**src/rtl/csel_adder_pipe.sv**
```systemverilog
// csel_adder_pipe: pipelined carry-select adder/subtractor.
//
// One SEG-bit segment is resolved per pipeline stage, so there are
// NSEG = WIDTH/SEG stages and a fixed latency of NSEG cycles. Each later stage
// forms both candidate sums for its segment and picks one with the carry
// registered by the previous stage. A single global enable (in_ready) advances
// or holds the whole pipeline; bubbles are kept, not compressed.
//
// Parameters:
//   WIDTH  operand/result width; must be a multiple of SEG
//   SEG    segment width, SEG >= 2
//
// Ports:
//   clk, rst            clock, synchronous active-high reset
//   in_valid/in_ready   input handshake (in_ready = !out_valid || out_ready)
//   a, b, cin, sub      operands; sub=1 computes a + ~b + 1 and ignores cin
//   out_valid/out_ready output handshake
//   sum, cout, ovf      result, carry out of MSB, signed overflow
//   sat, sat_hit        only with CSEL_ADDER_SAT_EN: saturate on overflow
//
// Build option: define CSEL_ADDER_SAT_EN to add signed saturation. cout and
// ovf always report the raw, unsaturated result.

module csel_adder_pipe #(
  parameter int unsigned WIDTH = 32,
  parameter int unsigned SEG   = 8
) (
  input  logic             clk,
  input  logic             rst,
  input  logic             in_valid,
  output logic             in_ready,
  input  logic [WIDTH-1:0] a,
  input  logic [WIDTH-1:0] b,
  input  logic             cin,
  input  logic             sub,
`ifdef CSEL_ADDER_SAT_EN
  input  logic             sat,
  output logic             sat_hit,
`endif
  output logic             out_valid,
  input  logic             out_ready,
  output logic [WIDTH-1:0] sum,
  output logic             cout,
  output logic             ovf
);

  localparam int unsigned NSEG = WIDTH / SEG;
  localparam int unsigned SW   = SEG + 1;

  // Per-stage registers: resolved low segments, operands (b already
  // conditioned for subtract), and carry out of the newest resolved segment.
  logic             vld_q [NSEG];
  logic [WIDTH-1:0] res_q [NSEG];
  logic [WIDTH-1:0] opa_q [NSEG];
  logic [WIDTH-1:0] opb_q [NSEG];
  logic             cy_q  [NSEG];
  logic             ovf_q;

  logic [WIDTH-1:0] nxt_res [NSEG];
  logic [WIDTH-1:0] nxt_a   [NSEG];
  logic [WIDTH-1:0] nxt_b   [NSEG];
  logic             nxt_cy  [NSEG];
  logic             nxt_ovf;

`ifdef CSEL_ADDER_SAT_EN
  logic sat_q     [NSEG];
  logic nxt_sat   [NSEG];
  logic sat_hit_q;
  logic nxt_sat_hit;
`endif

  logic             en;
  logic [WIDTH-1:0] src_res;
  logic [WIDTH-1:0] src_a;
  logic [WIDTH-1:0] src_b;
  logic             src_c;
  logic [SW-1:0]    cand0;
  logic [SW-1:0]    cand1;
  logic [SW-1:0]    pick;
  logic             msb_cin;
  logic             raw_msb;
`ifdef CSEL_ADDER_SAT_EN
  logic             src_sat;
`endif

  // Global enable: the pipeline moves unless a result is stuck at the output.
  assign en       = !vld_q[NSEG-1] || out_ready;
  assign in_ready = en;

  // Next-state for every stage: stage 0 takes the inputs, stage i resolves
  // segment i from stage i-1 by carry-select.
  always_comb begin
    src_res = '0;
    src_a   = '0;
    src_b   = '0;
    src_c   = 1'b0;
    cand0   = '0;
    cand1   = '0;
    pick    = '0;
    msb_cin = 1'b0;
    raw_msb = 1'b0;
    nxt_ovf = 1'b0;
`ifdef CSEL_ADDER_SAT_EN
    src_sat     = 1'b0;
    nxt_sat_hit = 1'b0;
`endif
    for (int i = 0; i < int'(NSEG); i++) begin
      nxt_res[i] = '0;
      nxt_a[i]   = '0;
      nxt_b[i]   = '0;
      nxt_cy[i]  = 1'b0;
`ifdef CSEL_ADDER_SAT_EN
      nxt_sat[i] = 1'b0;
`endif
    end

    for (int i = 0; i < int'(NSEG); i++) begin
      if (i == 0) begin
        src_res = '0;
        src_a   = a;
        src_b   = sub ? ~b : b;
        src_c   = sub | cin;
`ifdef CSEL_ADDER_SAT_EN
        src_sat = sat;
`endif
      end else begin
        src_res = res_q[(i == 0) ? 0 : i - 1];
        src_a   = opa_q[(i == 0) ? 0 : i - 1];
        src_b   = opb_q[(i == 0) ? 0 : i - 1];
        src_c   = cy_q[(i == 0) ? 0 : i - 1];
`ifdef CSEL_ADDER_SAT_EN
        src_sat = sat_q[(i == 0) ? 0 : i - 1];
`endif
      end
      cand0 = SW'(src_a[i*SEG +: SEG]) + SW'(src_b[i*SEG +: SEG]);
      cand1 = SW'(src_a[i*SEG +: SEG]) + SW'(src_b[i*SEG +: SEG]) + SW'(1);
      pick  = src_c ? cand1 : cand0;

      nxt_res[i]               = src_res;
      nxt_res[i][i*SEG +: SEG] = pick[SEG-1:0];
      nxt_cy[i]                = pick[SW-1];
      nxt_a[i]                 = src_a;
      nxt_b[i]                 = src_b;
`ifdef CSEL_ADDER_SAT_EN
      nxt_sat[i]               = src_sat;
`endif
    end

    // Carry into the MSB recovered from its sum bit and operand bits.
    raw_msb = nxt_res[NSEG-1][WIDTH-1];
    msb_cin = raw_msb ^ nxt_a[NSEG-1][WIDTH-1] ^ nxt_b[NSEG-1][WIDTH-1];
    nxt_ovf = msb_cin ^ nxt_cy[NSEG-1];

`ifdef CSEL_ADDER_SAT_EN
    // Raw MSB 1 on overflow means positive overflow, 0 means negative.
    if (nxt_sat[NSEG-1] && nxt_ovf) begin
      nxt_res[NSEG-1] = {~raw_msb, {(WIDTH-1){raw_msb}}};
      nxt_sat_hit     = 1'b1;
    end
`endif
  end

  // Pipeline registers, all advanced together by the global enable.
  always_ff @(posedge clk) begin
    if (rst) begin
      for (int i = 0; i < int'(NSEG); i++) begin
        vld_q[i] <= 1'b0;
        res_q[i] <= '0;
        opa_q[i] <= '0;
        opb_q[i] <= '0;
        cy_q[i]  <= 1'b0;
`ifdef CSEL_ADDER_SAT_EN
        sat_q[i] <= 1'b0;
`endif
      end
      ovf_q <= 1'b0;
`ifdef CSEL_ADDER_SAT_EN
      sat_hit_q <= 1'b0;
`endif
    end else if (en) begin
      vld_q[0] <= in_valid;
      for (int i = 1; i < int'(NSEG); i++) begin
        vld_q[i] <= vld_q[i-1];
      end
      for (int i = 0; i < int'(NSEG); i++) begin
        res_q[i] <= nxt_res[i];
        opa_q[i] <= nxt_a[i];
        opb_q[i] <= nxt_b[i];
        cy_q[i]  <= nxt_cy[i];
`ifdef CSEL_ADDER_SAT_EN
        sat_q[i] <= nxt_sat[i];
`endif
      end
      ovf_q <= nxt_ovf;
`ifdef CSEL_ADDER_SAT_EN
      sat_hit_q <= nxt_sat_hit;
`endif
    end
  end

  assign out_valid = vld_q[NSEG-1];
  assign sum       = res_q[NSEG-1];
  assign cout      = cy_q[NSEG-1];
  assign ovf       = ovf_q;
`ifdef CSEL_ADDER_SAT_EN
  assign sat_hit   = sat_hit_q;
`endif

endmodule

```
**config.mk**
```make
export PLATFORM = sky130hd
export DESIGN_NAME = csel_adder_pipe
export DESIGN_NICKNAME = d
export VERILOG_FILES = /design/src/rtl/csel_adder_pipe.sv
export SDC_FILE = /design/constraint.sdc
export NUM_CORES = 1
export LEC_CHECK = 0
export ABC_AREA = 1
export ABC_CLOCK_PERIOD_IN_PS = 17100
export CAP_MARGIN = 25
export CORE_UTILIZATION = 30
export DETAILED_ROUTE_END_ITERATION = 6
export PLACE_DENSITY_LB_ADDON = 0.08
export RECOVER_POWER = 25
export SYNTH_ARGS = -nofsm -noshare
export SYNTH_HDL_FRONTEND = slang
export SYNTH_SLANG_ARGS = --single-unit
```
**constraint.sdc**
```tcl
create_clock -name clk -period 17.1 [get_ports clk]
set_clock_uncertainty 0.05 [all_clocks]
set_input_delay 4.275 -clock clk [delete_from_list [all_inputs] [get_ports clk]]
set_output_delay 4.275 -clock clk [all_outputs]
set_load 0.1 [all_outputs]
```
---- After elaboration in Yosys (flattened, before gate mapping) ----
Memory sizes are Yosys's and may differ from the RTL's.
Cells that the tools add are included.
storage, ports and cells
  bits in latches ......................... 0
  word-level logic and storage cells ...... 71
  ROM bits ................................ 0
  bits in writable memories ............... 392
  memories ................................ 5
  flip-flop bits (word level) ............. 1
operators by class
  div/mod/pow operators ................... 0
  multiply operators ...................... 0
  equality and inequality tests ........... 0
  $add $sub $neg .......................... 8
  shift-type cells ........................ 0
  reduce and logical (&&, ||, !) cells .... 2
  order comparisons ....................... 0
  mux-type cells .......................... 30
  bitwise logic cells ..................... 25
memory list
  memory  depth  bits a word  rd ports  clocked after Yosys merged registers in  wr ports  line  text
  opa_q   4      32           3         0                                        4         54    logic [WIDTH-1:0] opa_q [NSEG];
  opb_q   4      32           3         0                                        4         55    logic [WIDTH-1:0] opb_q [NSEG];
  res_q   4      32           4         0                                        4         53    logic [WIDTH-1:0] res_q [NSEG];
  cy_q    4      1            4         0                                        4         56    logic cy_q [NSEG];
  vld_q   4      1            4         0                                        4         52    logic vld_q [NSEG];
operators by type and width
  kind                                         number
  2-to-1 mux 32 bit                            13
  adder 8 x 8 -> 9 bit                         4
  adder 9 x 1 -> 9 bit, second input constant  4
  2-to-1 mux 9 bit                             4
  inverter 32 bit                              1
  bitwise OR 1 bit                             21
  2-to-1 mux 1 bit                             13
  bitwise XOR 1 bit                            3
  zero test 1 bit                              1
  logical OR 1 bit                             1

---- Depth between registers and ports, before layout ----
An unclocked memory read counts as a cell.
  depth in word-level cells ............... 7
  depth in mapped cells ................... 16
  gate-level depth less buffers ........... 16

---- Least setup slack after synthesis ----
No wires, ideal clock.
  path type ............................... input-to-reg
  from .................................... input out_ready
  to ...................................... memory cy_q[0], enable pin
  data arrival time ....................... 8182 ps
  slack ................................... 7388 ps
  buffers on the path ..................... 0
  cell stages on the path ................. 4
  required time ........................... 15570 ps
  cell sequence ........................... inv_1 -> nand2_1 -> inv_1 -> nand2_1
RTL lines
  what                line  text
  start: declaration  41    input logic out_ready,
  end: declaration    56

---- Final worst setup path ----
  from .................................... input out_ready
  to ...................................... output in_ready
between the ends
  word-level cells in the longest chain between the ends .. 1
ends and longest elaborated chain
  what              line  text
  logical OR 1 bit  87    assign en = !vld_q[NSEG-1] || out_ready;
  end: declaration  31    output logic in_ready,
Every way passes these cells.

==> flow_summary.yaml <==
status:
  status: "complete, but fails checks"
  violations: "capacitance limit, slew limit"
synth:
  syn_area_sq_um: 9300
  synthTopCellsByArea: "edfxtp_1 59%, nor2_1 7.5%, inv_1 7.3%"
  ys_seq_elements: 185
  synth.net_count: 1012
  synthCells: 902
  synth_top_area_cell: "edfxtp_1"
  syn_avg_cell_area_sq_um: 10.3
  synth_top_area_share_pct: 59.4
  seq_area_frac_synth_pct: 59.7
  synth_cell_types: 39
  yosysWarnings: 0
power:
  pwr_density_cell_nw_per_um2: 98.7
  vdd_drop_max_mv: 0.0616
  clkPwrFrac_pct: 33.7
  pwr-share-comb_pct: 17.2
  swShare_pct: 27.8
  seqPwrFrac_pct: 49.1
  p_sw_w: 0.000312
  p_leak_nw: 4.83
  internal-power_w: 0.000809
die:
  die_w_microns: 178
  dieArea_sq_um: 31700
  start_util_pct: 30.5
  rows: 64
  die_h_microns: 178
  coreArea_sq_um: 30500
  io_pins: 106
worst_hold_path:
  hp-class: "register to register"
layout:
  nets: 1119
  num-fill-cells: 3054
  diodes: 0
  drive_gt1_share_pct: 8.03
  syn_to_final_growth_pct: 22.3
  final_cells: 1417
drt:
  num_vias: 5912
  postRouteAntennaNets: 0
  drtPass1Iterations: 4
  drc: 0
  wl_per_cell_microns: 11.4
  wl_microns: 16100
  drt_iter0_markers: 266
  vias_per_cell: 4.17
timing:
  slew_headroom_pct: -69.3
  hold_viol_final: 0
  setup_viol: 0
  tns_ns: 0
  finalMaxSlewViolations: 140
  fmax_mhz: 96.6
  fin_crit_sh_pct: 60.6
  period_needed_ns: 10.36
  rsz0062_at_grt: "no"
  layout_setup_ws_ns: 6.74
  worst_pin_slew_ns: 2.53
grt:
  grt_pass1_wl_microns: 27000
  grt-ovfl-total: 0
  grt_pass1_vias: 5715
  grt_start_max_net_pins: 83
  grt_antenna_before_repair: 0
  grt_use_total_pct: 11.0
clocking:
  cts_buffers: 17
  clk_latency_ns: 0.43
  cts_max_path_buffers: 2
  clock-sinks: 185
  cts_resized: 0
  post_cts_buffers: 0
  clk_pin_slew_ns: 0.07
  h-tree-depth: 4
  cts_tree: "done"
  cts_hold_buf: 0
  clock-root-buffer: "clkbuf_16"
worst_setup_path:
  r2r_start: "vld_q[0][3]$_DFFE_PP_"
  endpoint: "in_ready"
  cp-end-kind: "primary output"
  rrSetupSlack_ns: 11.26
  path_class: "input port to primary output"
  critPathArrivalTime_ns: 6.03
  startpoint_type: "input port"
  crit_path_max_fanout: 2
  critPathLaunch: "out_ready"
  cp.required_ns: 12.78
  worstReg2RegEnd: "res_q[2][16]$_SDFFCE_PN0P_"
  reg2reg_depth: 7
job:
  maxCapViolations: 2
placed_design:
  dp_worst_setup_slack_ns: 6.80
  dp_cells: 1384
  routabilityCongestion: 0.757
  dpl.hpwl_microns: 10600
  numPortBuffers: 105
## cells in the mapped netlist, drive strengths merged
master  count
o21bai      3
nand3      31
nor3        3
nor4        1
a211oi      1
xor2       18
a21oi      43
nand4      11
inv       184
mux2i       1
or2         2
o211ai      1
buf        10
edfxtp    184
xnor2      31
ha         36
o21ai      20
fa          4
a31oi       1
clkbuf     13
nand3b      3
a21o        1
nand2      99
dfxtp       1
nor2      200
## metrics by stage
step                hold WS (ns)  power [W]  utilization, %  instance area [sq um]
finish                     0.464    0.00112            37.3                  11400
global route               0.494    0.00118            37.3                  11400
floorplan                  0.469   0.000703               -                   9300
CTS                        0.477    0.00114            37.1                  11300
global placement           0.464   0.000754            35.3                  10800
detailed placement         0.466   0.000755            35.3                  10800
## registers in the layout, summed over array words and instances (netlist names)
name   flops
opa_q     48
vld_q      4
opb_q     48
ovf        1
cy_q       4
res_q     80
## worst max-delay path: stages
cell and delay, ns:
dlygate4sd3_1 0.52, inv_1 0.04, nand2_1 0.06, clkdlybuf4s50_1 1.13
## area by class of cell
type                            count  area [sq um]  share of cell area, %
Timing Repair Buffer              111          1130                   9.92
Tap cell                          396           495                   4.36
Sequential cell                   185          5550                   48.8
Multi-Input combinational cell    510          2960                   26.0
Clock buffer                       18           429                   3.78
Inverter                          184           692                   6.09
Clock inverter                     13           123                   1.08
## placed cells by master (no fill, tap or decap), drive strengths merged
| cell type | instances |
|---|---|
| buf | 6 |
| nand3b | 3 |
| edfxtp | 184 |
| dfxtp | 1 |
| clkdlybuf4s50 | 103 |
| bufinv | 1 |
| ha | 36 |
| o211ai | 1 |
| nand2 | 99 |
| fa | 4 |
| clkinvlp | 5 |
| a21oi | 43 |
| xor2 | 18 |
| o21ai | 20 |
| o21bai | 3 |
| a21o | 1 |
| nand4 | 11 |
| clkinv | 5 |
| xnor2 | 31 |
| mux2i | 1 |
| clkbuf | 19 |
| or2 | 2 |
| dlygate4sd3 | 1 |
| nand3 | 31 |
| nor3 | 3 |
| nor4 | 1 |
| a31oi | 1 |
| inv | 186 |
| nor2 | 200 |
| a211oi | 1 |
## logic make-up (layout without fill, tap and decap cells)
logic type | Yosys count | count (layout) | synth area share, %
fa+ha+maj | 40 | 40 | 5.71
xor+xnor | 49 | 49 | 5.22
mux | 1 | 1 | 0.108
flops | 185 | 185 | 59.7
buf+inv | 207 | 326 | 8.49
compound gates | 70 | 70 | 4.02
simple gates | 350 | 350 | 16.8
## worst min-delay path by stage
stage | from | to | slack, ns | depth (start not counted)
final | ovf$_SDFFE_PP0N_ | ovf$_SDFFE_PP0N_ | 0.46 | 2
after global routing | ovf$_SDFFE_PP0N_ | ovf$_SDFFE_PP0N_ | 0.49 | 2
after CTS | ovf$_SDFFE_PP0N_ | ovf$_SDFFE_PP0N_ | 0.48 | 2
after detailed placement | ovf$_SDFFE_PP0N_ | ovf$_SDFFE_PP0N_ | 0.47 | 2
after global placement | ovf$_SDFFE_PP0N_ | ovf$_SDFFE_PP0N_ | 0.46 | 2
after floorplan | opa_q[0][16]$_SDFFCE_PN0P_ | opa_q[0][48]$_SDFFCE_PN0P_ | 0.47 | 2
## power groups by stage
| stage | combinational, W | clock (W) | sequential (W) |
|---|---|---|---|
| 5_1_grt | 0.000215 | 0.000407 | 0.000555 |
| 4_1_cts | 0.000195 | 0.000391 | 0.000551 |
| 3_5_place_dp | 0.000194 | 0 | 0.000561 |
| 2_1_floorplan | 0.000102 | 0 | 0.000600 |
| 6_report | 0.000192 | 0.000379 | 0.000551 |
| 3_3_place_gp | 0.000193 | 0 | 0.000561 |
## per-layer routing
metal	global-route usage (%)	vias to the layer above	share of wire, %
li1	-	3095	-
met3	2.64	9	2.9
met1	12.6	2724	44
met2	19.9	84	51
met5	0	-	0
met4	3.49	0	1.1
(Power assumes the default switching activity.)
